<file path="config.mk">
export PLATFORM = sky130hd
export DESIGN_NAME = matmul_acc_seq
export DESIGN_NICKNAME = d
export VERILOG_FILES = /design/src/rtl/matmul_acc_pkg.sv /design/src/rtl/matmul_mac_lane.sv /design/src/rtl/matmul_acc_seq.sv
export SDC_FILE = /design/constraint.sdc
export NUM_CORES = 1
export LEC_CHECK = 0
export ABC_CLOCK_PERIOD_IN_PS = 8400
export CAP_MARGIN = 20
export CORE_UTILIZATION = 35
export DETAILED_ROUTE_END_ITERATION = 7
export HOLD_SLACK_MARGIN = 0.06
export SYNTH_ARGS = -nofsm -noshare
export SYNTH_HDL_FRONTEND = slang
export SYNTH_SLANG_ARGS = --single-unit
</file>
<file path="constraint.sdc">
create_clock -name clk -period 8.4 [get_ports clk]
set_input_delay 1.68 -clock clk [delete_from_list [all_inputs] [get_ports clk]]
set_output_delay 1.68 -clock clk [all_outputs]
set_load 0.01 [all_outputs]
</file>
<file path="src/rtl/matmul_acc_pkg.sv">
// Shared types and index helpers for the sequential matrix-multiply accelerator.
//   state_e : controller states
//   acc_w   : result element width for a given operand width and dimension
//   cnt_w   : counter width for a range (minimum 1 bit)
//   idx     : flat index of element (r,c) in an n x n row-major array
package matmul_acc_pkg;

  typedef enum logic [1:0] {
    IDLE = 2'd0,
    RUN  = 2'd1,
    DONE = 2'd2
  } state_e;

  function automatic int acc_w(input int dat_w, input int mat_n);
    return 2 * dat_w + $clog2(mat_n);
  endfunction

  function automatic int cnt_w(input int range);
    return (range <= 1) ? 1 : $clog2(range);
  endfunction

  function automatic int idx(input int r, input int c, input int n);
    return r * n + c;
  endfunction

endpackage

</file>
<file path="src/rtl/matmul_mac_lane.sv">
// One multiply-accumulate lane. Each cycle computes (seed or running acc) + a*b.
//   clk, rst_n  : clock, async active-low reset
//   a_i, b_i    : operand elements
//   signed_i    : 1 = two's-complement operands
//   seed_i      : value the sum starts from when first_i is high
//   first_i     : first k step of a dot product
//   last_i      : last k step; the sum is to be written to C this cycle
//   sum_o       : acc + product for the current step
//   wr_o        : write strobe for sum_o
module matmul_mac_lane #(
  parameter int DAT_W = 8,
  parameter int ACC_W = 17
) (
  input  logic             clk,
  input  logic             rst_n,
  input  logic [DAT_W-1:0] a_i,
  input  logic [DAT_W-1:0] b_i,
  input  logic             signed_i,
  input  logic [ACC_W-1:0] seed_i,
  input  logic             first_i,
  input  logic             last_i,
  output logic [ACC_W-1:0] sum_o,
  output logic             wr_o
);

  localparam int P_W = 2 * DAT_W;

  logic [P_W-1:0]   a_ext, b_ext, prod;
  logic [ACC_W-1:0] prod_ext;
  logic [ACC_W-1:0] acc_q, acc_d;

  // The low 2*DAT_W bits of a signed product equal the unsigned product of the
  // sign-extended operands, so one multiplier serves both modes.
  always_comb begin
    a_ext    = signed_i ? {{DAT_W{a_i[DAT_W-1]}}, a_i} : {{DAT_W{1'b0}}, a_i};
    b_ext    = signed_i ? {{DAT_W{b_i[DAT_W-1]}}, b_i} : {{DAT_W{1'b0}}, b_i};
    prod     = a_ext * b_ext;
    prod_ext = {{(ACC_W-P_W){signed_i & prod[P_W-1]}}, prod};
    acc_d    = (first_i ? seed_i : acc_q) + prod_ext;
  end

  always_ff @(posedge clk or negedge rst_n) begin
    if (!rst_n) acc_q <= '0;
    else        acc_q <= acc_d;
  end

  assign sum_o = acc_d;
  assign wr_o  = last_i;

endmodule

</file>
<file path="src/rtl/matmul_acc_seq.sv">
// Sequential matrix-multiply accelerator: C = A*B, or C += A*B in accumulate mode.
// Steps row i (outer), column group g, k (inner); LANES lanes cover columns g*LANES+l.
//   clk, rst_n : clock, async active-low reset
//   start_i    : start request, honoured in IDLE only
//   signed_i   : two's-complement operands (latched at start)
//   accum_i    : accumulate into existing C (latched at start)
//   mat_a_i    : A, element (r,c) at r*MAT_N+c, read live
//   mat_b_i    : B, same layout
//   mat_c_o    : registered result C, same layout
//   busy_o     : operation in progress (RUN and DONE)
//   done_o     : single-cycle completion pulse
module matmul_acc_seq
  import matmul_acc_pkg::*;
#(
  parameter int  DAT_W = 8,
  parameter int  MAT_N = 2,
  parameter int  LANES = 1,
  localparam int ACC_W = acc_w(DAT_W, MAT_N)
) (
  input  logic                                 clk,
  input  logic                                 rst_n,
  input  logic                                 start_i,
  input  logic                                 signed_i,
  input  logic                                 accum_i,
  input  logic [MAT_N*MAT_N-1:0][DAT_W-1:0]    mat_a_i,
  input  logic [MAT_N*MAT_N-1:0][DAT_W-1:0]    mat_b_i,
  output logic [MAT_N*MAT_N-1:0][ACC_W-1:0]    mat_c_o,
  output logic                                 busy_o,
  output logic                                 done_o
);

  localparam int NE  = MAT_N * MAT_N;
  localparam int GRP = MAT_N / LANES;
  localparam int IW  = cnt_w(MAT_N);
  localparam int GW  = cnt_w(GRP);
  localparam int XW  = cnt_w(NE);

  state_e                    state_q, state_d;
  logic [IW-1:0]             i_q, i_d, k_q, k_d;
  logic [GW-1:0]             g_q, g_d;
  logic                      signed_q, signed_d, accum_q, accum_d;
  logic [NE-1:0][ACC_W-1:0]  c_q, c_d;

  logic k_last, g_last, i_last, run;
  logic [XW-1:0]    a_idx;
  logic [XW-1:0]    c_idx [LANES];
  logic [ACC_W-1:0] sum   [LANES];
  logic [LANES-1:0] wr;

  assign k_last = (k_q == IW'(MAT_N - 1));
  assign g_last = (g_q == GW'(GRP - 1));
  assign i_last = (i_q == IW'(MAT_N - 1));
  assign run    = (state_q == RUN);

  always_comb begin
    state_d  = state_q;
    i_d      = i_q;
    g_d      = g_q;
    k_d      = k_q;
    signed_d = signed_q;
    accum_d  = accum_q;
    case (state_q)
      IDLE: begin
        if (start_i) begin
          state_d  = RUN;
          i_d      = '0;
          g_d      = '0;
          k_d      = '0;
          signed_d = signed_i;
          accum_d  = accum_i;
        end
      end
      RUN: begin
        if (k_last) begin
          k_d = '0;
          if (g_last) begin
            g_d = '0;
            if (i_last) begin
              i_d     = '0;
              state_d = DONE;
            end else begin
              i_d = i_q + IW'(1);
            end
          end else begin
            g_d = g_q + GW'(1);
          end
        end else begin
          k_d = k_q + IW'(1);
        end
      end
      DONE:    state_d = IDLE;
      default: state_d = IDLE;
    endcase
  end

  assign a_idx = XW'(idx(int'(i_q), int'(k_q), MAT_N));

  for (genvar l = 0; l < LANES; l++) begin : g_lane
    logic [XW-1:0]    b_idx;
    logic [ACC_W-1:0] seed;

    assign c_idx[l] = XW'(idx(int'(i_q), int'(g_q) * LANES + l, MAT_N));
    assign b_idx    = XW'(idx(int'(k_q), int'(g_q) * LANES + l, MAT_N));
    // C[i][j] is still the pre-op value here: it is only overwritten at k=MAT_N-1.
    assign seed     = accum_q ? c_q[c_idx[l]] : '0;

    matmul_mac_lane #(
      .DAT_W (DAT_W),
      .ACC_W (ACC_W)
    ) u_lane (
      .clk      (clk),
      .rst_n    (rst_n),
      .a_i      (mat_a_i[a_idx]),
      .b_i      (mat_b_i[b_idx]),
      .signed_i (signed_q),
      .seed_i   (seed),
      .first_i  (k_q == '0),
      .last_i   (run && k_last),
      .sum_o    (sum[l]),
      .wr_o     (wr[l])
    );
  end

  always_comb begin
    c_d = c_q;
    for (int unsigned l = 0; l < LANES; l++) begin
      if (wr[l]) c_d[c_idx[l]] = sum[l];
    end
  end

  always_ff @(posedge clk or negedge rst_n) begin
    if (!rst_n) begin
      state_q  <= IDLE;
      i_q      <= '0;
      g_q      <= '0;
      k_q      <= '0;
      signed_q <= 1'b0;
      accum_q  <= 1'b0;
      c_q      <= '0;
    end else begin
      state_q  <= state_d;
      i_q      <= i_d;
      g_q      <= g_d;
      k_q      <= k_d;
      signed_q <= signed_d;
      accum_q  <= accum_d;
      c_q      <= c_d;
    end
  end

  assign mat_c_o = c_q;
  assign busy_o  = (state_q != IDLE);
  assign done_o  = (state_q == DONE);

endmodule
</file>
# == Yosys cells after proc, flatten, opt, wreduce, memory -nomap -nowiden ==
# Index checks and enable logic that the tools add are counted.
# totals
regBits,92
in_bits,69
# classes
add_sub_neg,7
mul,1
order_cmp,4
eq_ne,6
n_mux,28
bitwise,1
reduce_logical,10
# ops
cell,n
$bwmux 68,1
$mux 17,4
$bmux 17 s2,1
$demux 17 s2,1
$bmux 8 s2,2
$mux 16,2
$add 17x17->17,1
$mul 16x16->16,1
$mux 8,2
$lt 2x3->1 const B,3
$mux 2,4
$ne 2x2->1 const B,4
$reduce_and 4->1,2
$mux 1,7
$add 2x1->2,3
$pmux 1 s2,3
$pmux 2 s2,1
$reduce_and 2->1,2
$reduce_bool 2->1,2
$add 1x1->1 const B,3
$reduce_and 3->1,1
$eq 2x1->1 const B,1
$eq 2x2->1 const B,1
$ge 2x1->1 const B,1
other kinds (3),4

# == Depth between registers and ports, before layout ==
# logic_depth
depth_word,8
mapped_depth,33
ltp_nobuf,31

# == Modules after synthesis ==
# Synthesis repeated with hierarchy kept, for this count alone.
# unflattened
cells_unflattened,760
hier_area_um2,8693.3
# modules_own_cells
module,n_inst,cells_each,area_per_inst_um2,seq_area_each_um2
matmul_mac_lane,1,526,4894.7,425.4
matmul_acc_seq,1,234,3798.6,1876.8

# == Worst setup path before layout ==
# Ideal clock, no wire load.
# synth_timing
path_kind,input -> register
startpoint,input mat_a_i[31] (netlist bit)
endpoint,"register c_q, in the netlist mat_c_o[67]"
arrival_ns,8.599
required_time_ns,8.308
setup_slack_ns,-0.291
path_stages,26
path_buffers,1
path_cell_list,mux4_2 -> and2_2 -> clkbuf_1 -> nand2_1 -> fa_1 -> fa_1 -> inv_1 -> fa_1 -> inv_1 -> fa_1 -> inv_1 -> fa_1 -> inv_1 -> fa_1 -> inv_1 -> ha_1 -> or2_2 -> a21oi_1 -> a211oi_1 -> o21a_1 -> or2_1 -> ha_1 -> o41ai_1 -> xnor2_2 -> xnor2_2 -> o31ai_2
# synth_via
elab_chain_cells,7
# synth_rtl
element,line,rtl
start: declaration,matmul_acc_seq.sv:25,"input logic [MAT_N*MAT_N-1:0][DAT_W-1:0] mat_a_i,"
$bmux 8 s2 (*),matmul_acc_seq.sv:113,".a_i (mat_a_i[a_idx]),"
$mux 8 (implied by the code) (*),matmul_acc_seq.sv:113,
$mux 16 (*),matmul_mac_lane.sv:35,"a_ext = signed_i ? {{DAT_W{a_i[DAT_W-1]}}, a_i} : {{DAT_W{1'b0}}, a_i};"
$mul 16x16->16 (*),matmul_mac_lane.sv:37,prod = a_ext * b_ext;
$and 1x1->1,matmul_mac_lane.sv:38,"prod_ext = {{(ACC_W-P_W){signed_i & prod[P_W-1]}}, prod};"
$add 17x17->17 (*),matmul_mac_lane.sv:39,acc_d = (first_i ? seed_i : acc_q) + prod_ext;
$bwmux 68 (*),matmul_acc_seq.sv:127,if (wr[l]) c_d[c_idx[l]] = sum[l];
end signal: assignment,matmul_acc_seq.sv:139,c_q <= '0;
end signal: assignment,matmul_acc_seq.sv:147,c_q <= c_d;
end: declaration,matmul_acc_seq.sv:42,"logic [NE-1:0][ACC_W-1:0] c_q, c_d;"
# Mark *: on every way between the ends. The rest lies on a longest branch, timed or not. The select of a mux whose other input is x is not followed.
# A chain may end at the register's enable or synchronous reset.

# == Worst setup path after layout ==
# layout_timing
startpoint,input mat_a_i[28] (netlist bit)
endpoint,"register c_q, in the netlist mat_c_o[15]"
# layout_via
elab_chain_cells,6
# layout_rtl
element,line,rtl
$bmux 8 s2,matmul_acc_seq.sv:113,
$mux 8 (implied by the code),matmul_acc_seq.sv:113,
$mux 16,matmul_mac_lane.sv:35,
$mul 16x16->16,matmul_mac_lane.sv:37,
$add 17x17->17,matmul_mac_lane.sv:39,
net g_lane[0].u_lane.sum_o[15],matmul_mac_lane.sv:22,"output logic [ACC_W-1:0] sum_o,"
$bwmux 68,matmul_acc_seq.sv:127,
# The timed path passes the listed nets, and every way through them passes these cells. The select of a mux whose other input is x is not followed.

==> impl_metrics.json <==
{
  "cp-start-kind": "input port",
  "io_pins": 139,
  "antenna_found_initial": 0,
  "final_area_sq_um": 11700,
  "tritoncts": "built",
  "cts_sinks": 92,
  "status": "completed",
  "grt_max_degree": 63,
  "ys_seq_area_share_pct": 27.2,
  "setup-tns-final_ns": 0,
  "cp_max_fo": 5,
  "root_buffer": "clkbuf_16",
  "cap_violations": 0,
  "syn_nets": 967,
  "area_growth_syn_to_layout_pct": 37.9,
  "antennaDiodeCount": 0,
  "required_ns": 8.63,
  "worst_path_most_repeated_cell": "inv_2",
  "endpoint_kind": "register",
  "drt-total-wl_um": 21700,
  "io_buffers": 138,
  "timing_worst_setup_path_type": "input port to register",
  "fmax_mhz": 122,
  "drtIter0Drc": 249,
  "preCtsSetupSlack_ns": -0.465,
  "clock_path_buffers": 2,
  "ys.flop_type": "dfrtp_1",
  "setup_ws_ns": 0.187,
  "drcViolationCount": 0,
  "synth_edf_count": 0,
  "busiest_layer": "met2",
  "cts_made_buffers": 9,
  "rows": 56,
  "syn_avg_cell_area_sq_um": 11.2,
  "clkSlewWorstSetupHoldPaths_ns": 0.06,
  "place_area_sq_um": 10700,
  "clock_latency_ns": 0.35,
  "ys.warnings.count": 0,
  "fin_crit_ns": 8.21,
  "grt_setup_unrepaired": "yes",
  "track_usage_pct": 18.2,
  "layout_commonest_cell": "inv_1",
  "n_fill_cell": 2174,
  "routabilityCongestion": 0.837,
  "ys_types": 52,
  "crit_slowest_cell": "mux4_2",
  "hold_viol": 0,
  "drive_above_1_share_pct": 30.3,
  "final_cell_mix": "117 x inv_1, 99 x clkdlybuf4s50_1, 90 x dfrtp_1, 80 x buf_4, 74 x fa_1",
  "drv_slew": 0,
  "grt_use_met1_pct": 24.9,
  "postSynth.asyncResetShare_pct": 100,
  "grt_use_met3_pct": 2.08,
  "syn_area_sq_um": 8470,
  "use_met2_pct": 30.9,
  "htreeDepth": 3,
  "worstMarginPinSlew_ns": 1.02,
  "synth-seq-cells": 92,
  "synthCells": 755,
  "finalSetupViolations": 0,
  "dp_hpwl_um": 16900,
  "core_area_sq_um": 23600,
  "avgRoutedWirePerCell_um": 16.7,
  "vias": 6273,
  "start_util_pct": 35.9,
  "crit_arrival_ns": 8.44,
  "die_area_sq_um": 24800,
  "final_nets": 1186,
  "grt_pass1_wl_um": 34700,
  "hp-class": "register to register",
  "die_w_um": 158,
  "grt-ovfl-total": 0,
  "via_per_inst": 4.83,
  "relSlewSlack_pct": 31.6,
  "drtPass1Iterations": 4,
  "finalCritPeriodShare_pct": 97.8,
  "grt_pass1_vias": 6560,
  "slowest_delay_ns": 0.58,
  "worst_clock_skew_ns": 0.0125,
  "ant_nets": 0,
  "die_height_um": 158
}
## routing by layer
layer	wire length [um]	share of wire [%]
met5	0	0
met4	248	1.1
met3	1140	5.3
met2	10600	49
met1	9650	45
## critical path, delay by kind of cell
kind | cells | cell delay, ns
adder cells (fa/ha/maj) | 8 | 3.11
XOR/XNOR | 2 | 0.34
buffers and inverters | 8 | 0.86
multiplexers | 2 | 0.88
AO/OA/AOI/OAI | 4 | 0.83
AND/OR/NAND/NOR | 5 | 0.73
## sequential cells by signal, summed over array words and instances, names as in the netlist
name and cells:
state_q 2, i_last 1, g_lane.u_lane.acc_q 17, signed_q 1, g_last 1, accum_q 1, k_last 1, mat_c_o 68
## cell usage after synthesis (9+ instances only)
cell        n  area [sq um]
nand2_1    37           139
clkbuf_1   13          48.8
a21oi_1    15          75.1
fa_1       78          1560
ha_1       65           813
and2_1     46           288
nor3_1      9          45.0
mux2_2     60           676
o21ai_0    13          65.1
mux4_2     33           743
xnor2_1    31           272
dfrtp_1    92          2300
inv_1     134           503
a22o_1     18           158
nor2_1     23          86.3
## cell type report
class	count	area (sq um)	area share, %
clock inverter	5	37.5	0.321
sequential	92	2300	19.7
multi-input combinational	507	5950	51.0
inverter	134	503	4.31
timing repair buffer	230	2240	19.2
tap	319	399	3.42
clock buffer	11	243	2.08
## final timing paths
| kind | start | endpoint | slack [ns] | cells after the start |
|---|---|---|---|---|
| min in group asynchronous | rst_n | mat_c_o[64] | 1.26 | 1 |
| hold reg to reg | mat_c_o[19] | mat_c_o[19] | 0.51 | 2 |
| max in group asynchronous | rst_n | mat_c_o[52] | 6.01 | 2 |
| setup / recovery | mat_a_i[28] | mat_c_o[15] | 0.19 | 29 |
| setup reg to reg | k_last | mat_c_o[15] | 1.05 | 29 |
| hold / removal | mat_c_o[19] | mat_c_o[19] | 0.51 | 2 |
## logic make-up after synthesis
logic type               count (synthesis)  synth area share [%]
AO/OA/AOI/OAI                           81                  6.77
buffers and inverters                  156                  7.10
adder cells (fa/ha/maj)                143                  28.0
AND/OR/NAND/NOR                        148                  9.11
multiplexers                            94                  16.9
flip-flops                              92                  27.2
XOR/XNOR                                41                  4.93
## metrics by stage
step	hold WS, ns	utilization (%)	cells
after floorplan	0.473	-	755
after global placement	0.498	45.5	1263
after detailed placement	0.498	45.5	1263
after CTS	0.518	47.3	1283
after global routing	0.540	49.5	1298
final	0.509	49.5	1298
## what timing repair did
action / CTS / global route
gates cloned: 0 / 1
pin swaps: 22 / 60
gates resized for setup: 27 / 107
buffers inserted: 4 / 14
hold buffers: 0 / 0
endpoints found under the hold margin: 0 / 0
setup endpoints to repair: 13 / 18
Power is not shown: default switching activity piles up to over one toggle a cycle in this logic, so the estimate is an artifact.
